**src/rtl/store_narrow_unit_pkg.sv**
```systemverilog
`default_nettype none
// ============================================================================
// Module      : store_narrow_unit_pkg
// Description : Shared encodings for the store narrowing unit: store size
//               codes, byte-lane masks and issue-FSM state constants.
// Revision    : 1.0 - initial release
// ============================================================================
package store_narrow_unit_pkg;

    // Store size encoding as delivered by the execute stage
    localparam logic [1:0] SZ_BYTE = 2'b00;
    localparam logic [1:0] SZ_HALF = 2'b01;
    localparam logic [1:0] SZ_WORD = 2'b10;
    localparam logic [1:0] SZ_RSVD = 2'b11;

    // Byte-lane masks before shifting to the address offset
    localparam logic [3:0] MASK_BYTE = 4'b0001;
    localparam logic [3:0] MASK_HALF = 4'b0011;
    localparam logic [3:0] MASK_WORD = 4'b1111;
    localparam logic [3:0] MASK_NONE = 4'b0000;

    // Issue FSM states
    localparam logic [0:0] ISSUE0 = 1'b0;
    localparam logic [0:0] ISSUE1 = 1'b1;

    // Unshifted byte-enable mask for a size code
    function automatic logic [3:0] size_mask(input logic [1:0] size);
        case (size)
            SZ_BYTE: size_mask = MASK_BYTE;
            SZ_HALF: size_mask = MASK_HALF;
            SZ_WORD: size_mask = MASK_WORD;
            default: size_mask = MASK_NONE;
        endcase
    endfunction

endpackage
`default_nettype wire

```
**src/rtl/store_lane_format.sv**
```systemverilog
`default_nettype none
// ============================================================================
// Module      : store_lane_format
// Description : Combinational store formatter. Narrows register data to the
//               requested size, shifts it onto the byte lanes selected by the
//               address offset and produces byte enables. With macro
//               STORE_SPLIT_EN defined, word-crossing stores produce a second
//               beat; otherwise misaligned half/word stores are flagged.
// Revision    : 1.0 - initial release
// ============================================================================
module store_lane_format
    import store_narrow_unit_pkg::*;
#(
    parameter int AW = 32
) (
    input  logic [AW-1:0] addr,
    input  logic [31:0]   data,
    input  logic [1:0]    size,
    output logic [AW-3:0] beat0_word,
    output logic [31:0]   beat0_data,
    output logic [3:0]    beat0_be,
`ifdef STORE_SPLIT_EN
    output logic [AW-3:0] beat1_word,
    output logic [31:0]   beat1_data,
    output logic [3:0]    beat1_be,
    output logic          two_beat,
`endif
    output logic          misaligned
);

    logic [1:0]  w_off;
    logic [3:0]  w_mask;
    logic [31:0] w_data_n;

    assign w_off      = addr[1:0];
    assign w_mask     = size_mask(size);
    assign beat0_word = addr[AW-1:2];

    // Keep only the bytes the store size actually writes
    always_comb begin
        case (size)
            SZ_BYTE: w_data_n = {24'b0, data[7:0]};
            SZ_HALF: w_data_n = {16'b0, data[15:0]};
            SZ_WORD: w_data_n = data;
            default: w_data_n = 32'b0;
        endcase
    end

`ifdef STORE_SPLIT_EN
    logic [63:0] w_shift;
    logic [7:0]  w_en;

    // Lanes that spill past byte 3 belong to the next word
    assign w_shift    = {32'b0, w_data_n} << {w_off, 3'b000};
    assign w_en       = {4'b0, w_mask} << w_off;
    assign beat0_data = w_shift[31:0];
    assign beat0_be   = w_en[3:0];
    assign beat1_data = w_shift[63:32];
    assign beat1_be   = w_en[7:4];
    assign two_beat   = |w_en[7:4];
    assign beat1_word = addr[AW-1:2] + {{(AW-3){1'b0}}, 1'b1};
    assign misaligned = (size == SZ_RSVD);
`else
    // Legal stores never leave the word, so truncating the shift is exact
    assign beat0_data = w_data_n << {w_off, 3'b000};
    assign beat0_be   = w_mask << w_off;
    assign misaligned = (size == SZ_RSVD)
                      || ((size == SZ_HALF) && addr[0])
                      || ((size == SZ_WORD) && (w_off != 2'b00));
`endif

endmodule
`default_nettype wire

```
**src/rtl/store_narrow_unit.sv**
```systemverilog
`default_nettype none
// ============================================================================
// Module      : store_narrow_unit
// Description : Store narrowing unit with a small store buffer. Formats
//               execute-stage stores onto byte lanes, queues them and issues
//               word-aligned beats to the data-memory write port. Misaligned
//               stores are accepted, dropped and reported.
//               Optional macro STORE_SPLIT_EN: misaligned half/word stores
//               are split into one or two aligned beats.
// Revision    : 1.0 - initial release
// ============================================================================
module store_narrow_unit
    import store_narrow_unit_pkg::*;
#(
    parameter int DEPTH = 2,
    parameter int AW    = 32
) (
    input  logic          clk,
    input  logic          reset,
    input  logic          req_valid,
    output logic          req_ready,
    input  logic [AW-1:0] req_addr,
    input  logic [31:0]   req_data,
    input  logic [1:0]    req_size,
    output logic          mem_valid,
    input  logic          mem_ready,
    output logic [AW-1:0] mem_addr,
    output logic [31:0]   mem_wdata,
    output logic [3:0]    mem_be,
    output logic          misalign,
    output logic [AW-1:0] misalign_addr,
    output logic          busy
);

    localparam int PW = $clog2(DEPTH);
    localparam int CW = PW + 1;

    // Formatter outputs
    logic [AW-3:0] w_b0_word;
    logic [31:0]   w_b0_data;
    logic [3:0]    w_b0_be;
    logic          w_misaligned;

    // Store buffer storage and control
    logic [AW-3:0] r_b0_word [DEPTH];
    logic [31:0]   r_b0_data [DEPTH];
    logic [3:0]    r_b0_be   [DEPTH];
    logic [PW-1:0] r_wr_ptr;
    logic [PW-1:0] r_rd_ptr;
    logic [CW-1:0] r_count;
    logic          r_misalign;
    logic [AW-1:0] r_misalign_addr;

    logic w_full;
    logic w_empty;
    logic w_accept;
    logic w_push;
    logic w_pop;
    logic w_beat_done;
    logic w_head_two;
    logic w_in_issue1;

`ifdef STORE_SPLIT_EN
    logic [AW-3:0] w_b1_word;
    logic [31:0]   w_b1_data;
    logic [3:0]    w_b1_be;
    logic          w_two_beat;
    logic [AW-3:0] r_b1_word [DEPTH];
    logic [31:0]   r_b1_data [DEPTH];
    logic [3:0]    r_b1_be   [DEPTH];
    logic          r_two_beat [DEPTH];
    logic [0:0]    r_state;
`endif

    store_lane_format #(
        .AW (AW)
    ) u_format (
        .addr       (req_addr),
        .data       (req_data),
        .size       (req_size),
        .beat0_word (w_b0_word),
        .beat0_data (w_b0_data),
        .beat0_be   (w_b0_be),
`ifdef STORE_SPLIT_EN
        .beat1_word (w_b1_word),
        .beat1_data (w_b1_data),
        .beat1_be   (w_b1_be),
        .two_beat   (w_two_beat),
`endif
        .misaligned (w_misaligned)
    );

    assign w_full      = (r_count == CW'(DEPTH));
    assign w_empty     = (r_count == '0);
    assign req_ready   = !w_full;
    assign w_accept    = req_valid && req_ready;
    assign w_push      = w_accept && !w_misaligned;
    assign mem_valid   = !w_empty;
    assign w_beat_done = mem_valid && mem_ready;
    // An entry leaves the buffer only after its last beat is taken
    assign w_pop       = w_beat_done && (w_in_issue1 || !w_head_two);
    assign busy        = (r_count != '0) || mem_valid;
    assign misalign      = r_misalign;
    assign misalign_addr = r_misalign_addr;

`ifdef STORE_SPLIT_EN
    assign w_head_two  = r_two_beat[r_rd_ptr];
    assign w_in_issue1 = (r_state == ISSUE1);
`else
    assign w_head_two  = 1'b0;
    assign w_in_issue1 = 1'b0;
`endif

    // Buffer payload write at the tail; storage needs no reset
    always_ff @(posedge clk) begin
        if (w_push) begin
            r_b0_word[r_wr_ptr] <= w_b0_word;
            r_b0_data[r_wr_ptr] <= w_b0_data;
            r_b0_be[r_wr_ptr]   <= w_b0_be;
`ifdef STORE_SPLIT_EN
            r_b1_word[r_wr_ptr]  <= w_b1_word;
            r_b1_data[r_wr_ptr]  <= w_b1_data;
            r_b1_be[r_wr_ptr]    <= w_b1_be;
            r_two_beat[r_wr_ptr] <= w_two_beat;
`endif
        end
    end

    // Buffer pointers and occupancy
    always_ff @(posedge clk) begin
        if (reset) begin
            r_wr_ptr <= '0;
            r_rd_ptr <= '0;
            r_count  <= '0;
        end else begin
            if (w_push) begin
                r_wr_ptr <= r_wr_ptr + PW'(1);
            end
            if (w_pop) begin
                r_rd_ptr <= r_rd_ptr + PW'(1);
            end
            case ({w_push, w_pop})
                2'b10:   r_count <= r_count + CW'(1);
                2'b01:   r_count <= r_count - CW'(1);
                default: r_count <= r_count;
            endcase
        end
    end

`ifdef STORE_SPLIT_EN
    // Issue FSM: second beat of a word-crossing store follows the first
    always_ff @(posedge clk) begin
        if (reset) begin
            r_state <= ISSUE0;
        end else begin
            case (r_state)
                ISSUE0:  if (w_beat_done && w_head_two) r_state <= ISSUE1;
                ISSUE1:  if (mem_ready) r_state <= ISSUE0;
                default: r_state <= ISSUE0;
            endcase
        end
    end
`endif

    // Present the current head beat; zero when idle so idle outputs are clean
    always_comb begin
        mem_addr  = '0;
        mem_wdata = '0;
        mem_be    = '0;
        if (mem_valid) begin
`ifdef STORE_SPLIT_EN
            if (w_in_issue1) begin
                mem_addr  = {r_b1_word[r_rd_ptr], 2'b00};
                mem_wdata = r_b1_data[r_rd_ptr];
                mem_be    = r_b1_be[r_rd_ptr];
            end else
`endif
            begin
                mem_addr  = {r_b0_word[r_rd_ptr], 2'b00};
                mem_wdata = r_b0_data[r_rd_ptr];
                mem_be    = r_b0_be[r_rd_ptr];
            end
        end
    end

    // One-cycle error pulse and capture of the rejected address
    always_ff @(posedge clk) begin
        if (reset) begin
            r_misalign      <= 1'b0;
            r_misalign_addr <= '0;
        end else begin
            r_misalign <= w_accept && w_misaligned;
            if (w_accept && w_misaligned) begin
                r_misalign_addr <= req_addr;
            end
        end
    end

endmodule
`default_nettype wire

```
**config.mk**
```make
export PLATFORM = sky130hd
export DESIGN_NAME = store_narrow_unit
export DESIGN_NICKNAME = d
export VERILOG_FILES = /design/src/rtl/store_narrow_unit_pkg.sv /design/src/rtl/store_lane_format.sv /design/src/rtl/store_narrow_unit.sv
export SDC_FILE = /design/constraint.sdc
export NUM_CORES = 1
export LEC_CHECK = 0
export CORE_MARGIN = 5
export CORE_UTILIZATION = 55
export DETAILED_ROUTE_END_ITERATION = 10
export PLACE_DENSITY = 0.95
export SLEW_MARGIN = 0
export SYNTH_ARGS = -nofsm -noshare
export SYNTH_HDL_FRONTEND = slang
export SYNTH_HIERARCHICAL = 1
export SYNTH_SLANG_ARGS = --single-unit
```
**constraint.sdc**
```tcl
create_clock -name clk -period 11 [get_ports clk]
set_input_delay 1.65 -clock clk [delete_from_list [all_inputs] [get_ports clk]]
set_output_delay 1.65 -clock clk [all_outputs]
set_load 0.05 [all_outputs]
```
## Word level (Yosys, flattened, before mapping)

Memory sizes are Yosys's and may differ from the RTL's. A register that Yosys moved wholly into a read port is not among the register bits.
Index checks and enable logic that the tools add are counted.
W data, S select, Z words.

- Logic and storage cells: 51
- Input bits: 70
- Output and inout bits: 104
- RAM bits: 132
- Memories kept: 3
- Register bits after elaboration: 37

Memory list:

| name | depth | width | rd ports | clocked after memory_dff | write ports | line | RTL |
|---|---|---|---|---|---|---|---|
| r_b0_data | 2 | 32 | 1 | 1 | 1 | store_narrow_unit.sv:46 | `logic [31:0] r_b0_data [DEPTH];` |
| r_b0_word | 2 | 30 | 1 | 1 | 1 | store_narrow_unit.sv:45 | `logic [AW-3:0] r_b0_word [DEPTH];` |
| r_b0_be | 2 | 4 | 1 | 1 | 1 | store_narrow_unit.sv:47 | `logic [3:0] r_b0_be [DEPTH];` |

- $add $sub $neg: 4
- Equal/unequal tests: 6
- Muxes and demuxes: 14
- Shift-type cells: 2
- Reduce and logical (&&, ||, !) cells: 17

Operator list:

| cell | number |
|---|---|
| $pmux W32 S3 | 1 |
| $mux W32 | 2 |
| $shl A32 B5 Y32 | 1 |
| $pmux W4 S3 | 1 |
| $eq A2 B2 Y1 const B | 4 |
| $mux W1 | 8 |
| $logic_and A1 B1 Y1 | 6 |
| $reduce_bool A2 Y1 | 3 |
| $eq A2 B1 Y1 const B | 2 |
| $logic_not A2 Y1 | 2 |
| $mux W4 | 1 |
| $pmux W2 S2 | 1 |
| $shl A4 B2 Y4 | 1 |
| $logic_not A1 Y1 | 3 |
| $logic_or A1 B1 Y1 | 3 |
| $add A1 B1 Y1 const B | 2 |
| $add A2 B1 Y2 const B | 1 |
| $sub A2 B1 Y2 const B | 1 |

## Depth between registers and ports, before layout

- Depth after elaboration: 8
- Mapped depth: 9
- Mapped depth without buffers: 9

## Hierarchy

Netlist, hierarchy kept.

Modules (own cells, without submodules):

| module | seq. area each (µm²) | instances | area each (µm²) | cells each |
|---|---|---|---|---|
| store_narrow_unit | 4724.5 | 1 | 6723.9 | 453 |
| store_lane_format | 0.0 | 1 | 997.2 | 145 |

## Worst setup path before layout

No wires, ideal clock.

- Kind: input-to-reg
- Start: input port req_addr[0]
- End: memory r_b0_be[0][0] (enable)
- Slack: 5.282 ns
- Data required time: 10.509 ns
- Setup time: 0.491 ns
- Buffers on the path: 2
- Stages: 6
- Data arrival time: 5.228 ns
- Path through: buf_2 -> buf_2 -> a21oi_1 -> o21bai_1 -> nand3b_1 -> nor2_1

- Word-level cells in the longest chain between the ends: 7
- Elaborated cells on any way between the ends: 9
- Classes of those cells: mux: 2; reduce/logical: 7

Ends and longest elaborated chain:

| item | line | RTL |
|---|---|---|
| start: declaration | store_narrow_unit.sv:22 | `input logic [AW-1:0] req_addr,` |
| $reduce_bool A2 Y1 / $logic_and A1 B1 Y1 (equally long branches) | store_lane_format.sv:69, store_lane_format.sv:68 |  |
| $logic_and A1 B1 Y1 / $logic_or A1 B1 Y1 (equally long branches) | store_lane_format.sv:69, store_lane_format.sv:68 |  |
| $logic_or A1 B1 Y1 (*) | store_lane_format.sv:69 | `\|\| ((size == SZ_WORD) && (w_off != 2'b00));` |
| via w_misaligned | store_narrow_unit.sv:42 | `logic w_misaligned;` |
| $logic_not A1 Y1 (*) | store_narrow_unit.sv:97 | `assign w_push = w_accept && !w_misaligned;` |
| $logic_and A1 B1 Y1 (*) | store_narrow_unit.sv:97 |  |
| $mux W1 (*) | store_narrow_unit.sv:116 | `if (w_push) begin` |
| $mux W1 (not written as such) (*) | store_narrow_unit.sv:119 | `r_b0_be[r_wr_ptr] <= w_b0_be;` |
| end: declaration | store_narrow_unit.sv:47 |  |

Mark *: on every way through the listed nets, which the timed path passes. The rest lies on a longest branch.

## Worst setup path after layout

- Start: input port req_addr[0]
- End: memory r_b0_data[0][15] (enable)

- Word-level cells in the longest chain between the ends: 7
- Elaborated cells on any way between the ends: 9
- Classes of those cells: mux: 2; reduce/logical: 7

Ends and longest elaborated chain:

| item | line | RTL |
|---|---|---|
| $reduce_bool A2 Y1 / $logic_and A1 B1 Y1 (equally long branches) | store_lane_format.sv:69, store_lane_format.sv:68 |  |
| $logic_and A1 B1 Y1 / $logic_or A1 B1 Y1 (equally long branches) | store_lane_format.sv:69, store_lane_format.sv:68 |  |
| $logic_or A1 B1 Y1 (*) | store_lane_format.sv:69 |  |
| via w_misaligned | store_narrow_unit.sv:42 |  |
| $logic_not A1 Y1 (*) | store_narrow_unit.sv:97 |  |
| $logic_and A1 B1 Y1 (*) | store_narrow_unit.sv:97 |  |
| $mux W1 (*) | store_narrow_unit.sv:116 |  |
| $mux W1 (not written as such) (*) | store_narrow_unit.sv:118 | `r_b0_data[r_wr_ptr] <= w_b0_data;` |
| end: declaration | store_narrow_unit.sv:46 |  |

Marks and branches as above.

==> flow_summary.toml <==
[run_status]
run_status = "completed"

[sta]
hold_viol_final = 0
period_minus_slack_ns = 4.528
timing.setup.tns_ns = 0
timing.final.max_slew_violations = 0
timing_worst_slew_pin_value_ns = 1.242
slew_headroom_pct = 16.57
timing.final.ws_setup_ns = 6.472
final-setup-viol-count = 0
maxClockFrequency_mhz = 220.8
fin_worst_skew_ns = 0.006951
grt_setup_unrepaired = "no"
layout_worst_path_cycle_share_pct = 41.16

[place]
dp_hpwl_um = 12360
dpl_worst_slack_ns = 6.040
port-buffer-count = 171
routabilityCongestion = 0.9088

[yosys]
synth_area_um2 = 7721
synth_enable_flop_cells = 132
synth-warning-count = 6
synth_top_flop_cell = "edfxtp_1"
synth_async_sr_flop_share_pct = 0
synth_seq_area_share_pct = 61.19
synth_cell_types = 36
synth.avg_cell_area_um2 = 12.91
netlist_top_cells_area = "edfxtp_1, mux2i_1, dfxtp_1"
synth.top_cell.area_share_pct = 51.34
dominant_cell_by_count_in_the_synthesized_netlist = "edfxtp_1"
post_synth_most_frequent_cells = "edfxtp_1, mux2i_1, nor2_1"
synthesis.instances = 598
synth.largest_area_cell = "edfxtp_1"
synth-seq-cells = 170

[worst_setup_path]
worst-r2r-setup-slack_ns = 8.51
worst_r2r_dst = "r_b0_data[0][15]$_DFFE_PP_"
critical_path_peak_fanout = 41
worstSetupEndpoint = "r_b0_data[0][15]$_DFFE_PP_"
end_kind = "register"
worstSetupStartpoint = "req_addr[0]"
worstPathRequired_ns = 11.06
rr_worst_depth = 4
reg2reg_from = "r_count[0]$_SDFFE_PP0P_"
cp-start-kind = "input port"
crit_arrival_ns = 4.58
critical_path_class = "input port to register"

[route]
avgRoutedWirePerCell_um = 19.35
drt-total-wl_um = 17650
viasPerCell = 5.485
drt_first_iter_violations = 409
drt_drc_violations_left = 0
vias = 5002
route.antenna.remaining_nets = 0
detail_route.first_pass.iterations = 6

[global_route]
grt_overflow_total = 0
grt_util_all_layers_pct = 21.67
grt_first_pass_wirelength_um = 27210
grt_antenna_before_repair = 3
grt_start_max_net_pins = 72
vias_in_the_first_global_route = 5161

[layout]
final.fill_count = 872
drive_above_1_share_pct = 5.472
layout_area_growth_over_synthesis_pct = 26.17
finalNetCount = 795

[floorplan]
ioPinCount = 174
floorplan.initialDensity_pct = 55.84
floorplan.rows = 43
fp.dieArea_um2 = 16510
chipWidth_um = 128.5
core_um2 = 13830
fp.dieH_um = 128.5

[power_and_ir_drop]
total_leakage_power_nw = 3.365
worst_ir_drop_vdd_mv = 0.1464
power.density_cell_area_nw_per_um2 = 229.5

[cts]
cts_root_buffer = "clkbuf_16"
cts-hold-fix-buffers = 0
cts-buffers-inserted = 17
cts_buffer_depth = 2
worst_skew_pair.late_latency_ns = 0.42
cts_htree_levels = 4
cts_repair_resize_count = 0
postCtsSetupRepairBufs = 0
cts.sinks = 170
clk_pin_slew_ns = 0.06
tritoncts = "done"

[worst_hold_path]
worstHoldPathType = "register to register"

[flow_run]
cap_violations = 0
==> cell families (layout without fill, tap and decap cells) <==
group                      count (synthesis)  count (layout)  synth area share, %
AOI/OAI and AO/OA                         32              32                3.144
xor gates and xnor gates                   3               3               0.3404
adders and majority gates                  6               6               0.9723
buffers and inverters                     80             212                6.984
DFF                                      170             170                61.19
muxes                                    108             108                14.02
other                                      1               3              0.04857
and+or+nand+nor                          198             198                13.30
==> layout make-up <==
cell class | count | area [um2] | area share [%]
flip-flops and latches | 170 | 4728 | 48.54
multi-input cells | 349 | 2484 | 25.49
repair buffers | 175 | 1742 | 17.88
clock buffers | 20 | 436.7 | 4.482
well taps | 180 | 225.2 | 2.312
clock inverters | 11 | 101.3 | 1.040
inverters | 6 | 22.52 | 0.2312
diodes | 1 | 2.502 | 0.02569
==> registers in the layout, indices dropped and copies added, names as in the netlist, named ones only <==
signal	count
r_count	2
r_wr_ptr	1
r_b0_be	8
misalign_addr	32
r_b0_word	60
misalign	1
r_rd_ptr	1
r_b0_data	64
==> worst min-delay path by stage <==
| stage | slack (ns) | cells past startpoint | endpoint | from |
|---|---|---|---|---|
| after global routing | 0.50 | 2 | misalign_addr[22]$_SDFFE_PP0P_ | misalign_addr[22]$_SDFFE_PP0P_ |
| after global placement | 0.46 | 2 | misalign_addr[1]$_SDFFE_PP0P_ | misalign_addr[1]$_SDFFE_PP0P_ |
| after CTS | 0.47 | 2 | misalign_addr[14]$_SDFFE_PP0P_ | misalign_addr[14]$_SDFFE_PP0P_ |
| final | 0.47 | 2 | misalign_addr[14]$_SDFFE_PP0P_ | misalign_addr[14]$_SDFFE_PP0P_ |
| after floorplan | 0.47 | 2 | register | r_rd_ptr$_SDFFE_PP0P_ |
| after detailed placement | 0.47 | 2 | misalign_addr[18]$_SDFFE_PP0P_ | misalign_addr[18]$_SDFFE_PP0P_ |
==> metal layers <==
metal / part of all wire, % / GRT usage (%) / up-vias
li1: - / - / 2326
met1: 37 / 24.69 / 2378
met2: 52 / 37.66 / 245
met3: 7.7 / 6.434 / 49
met4: 3.3 / 9.800 / 4
met5: 0.079 / 0 / -
==> worst max-delay path, cell delays in order <==
cell and delay, ns:
clkdlybuf4s50_1 0.88, a21oi_1 0.36, o21bai_1 0.12, nand3b_1 0.31
nor2_4 0.64, buf_4 0.58
==> stage by stage <==
stage               cells  total power, mW  cell area [um2]  hold slack [ns]  util (%)
CTS                   911            2.251             9739           0.4746     70.44
global route          912            2.323             9742           0.5048     70.46
finish                912            2.235             9742           0.4706     70.46
floorplan             599            1.440             7725           0.4725         -
detailed placement    880            1.710             9201           0.4655     66.55
global placement      880            1.690             9201           0.4579     66.55
==> cells in the final DEF (no fill, tap or decap), types with 3 or more instances in the layout <==
| master | instances |
|---|---|
| buf_4 | 4 |
| nor2_4 | 3 |
| clkdlybuf4s50_1 | 171 |
| inv_1 | 6 |
| ha_1 | 6 |
| and2_1 | 8 |
| nand2b_1 | 65 |
| o21ai_0 | 3 |
| dfxtp_1 | 37 |
| mux2i_1 | 107 |
| nor2_1 | 83 |
| clkbuf_1 | 3 |
| a221o_1 | 16 |
| a21oi_1 | 12 |
| clkinv_4 | 5 |
| nand3_1 | 16 |
| edfxtp_1 | 132 |
| clkbuf_16 | 17 |
| and3_1 | 10 |
==> power breakdown <==
group	leakage (nW)	switching, mW	internal (mW)	total, mW
clock network	0.255	0.232	0.309	0.541
registers	1.54	0.0661	0.757	0.824
logic	1.57	0.570	0.300	0.871
total	3.36	0.869	1.37	2.24
(Power assumes the default switching activity.)
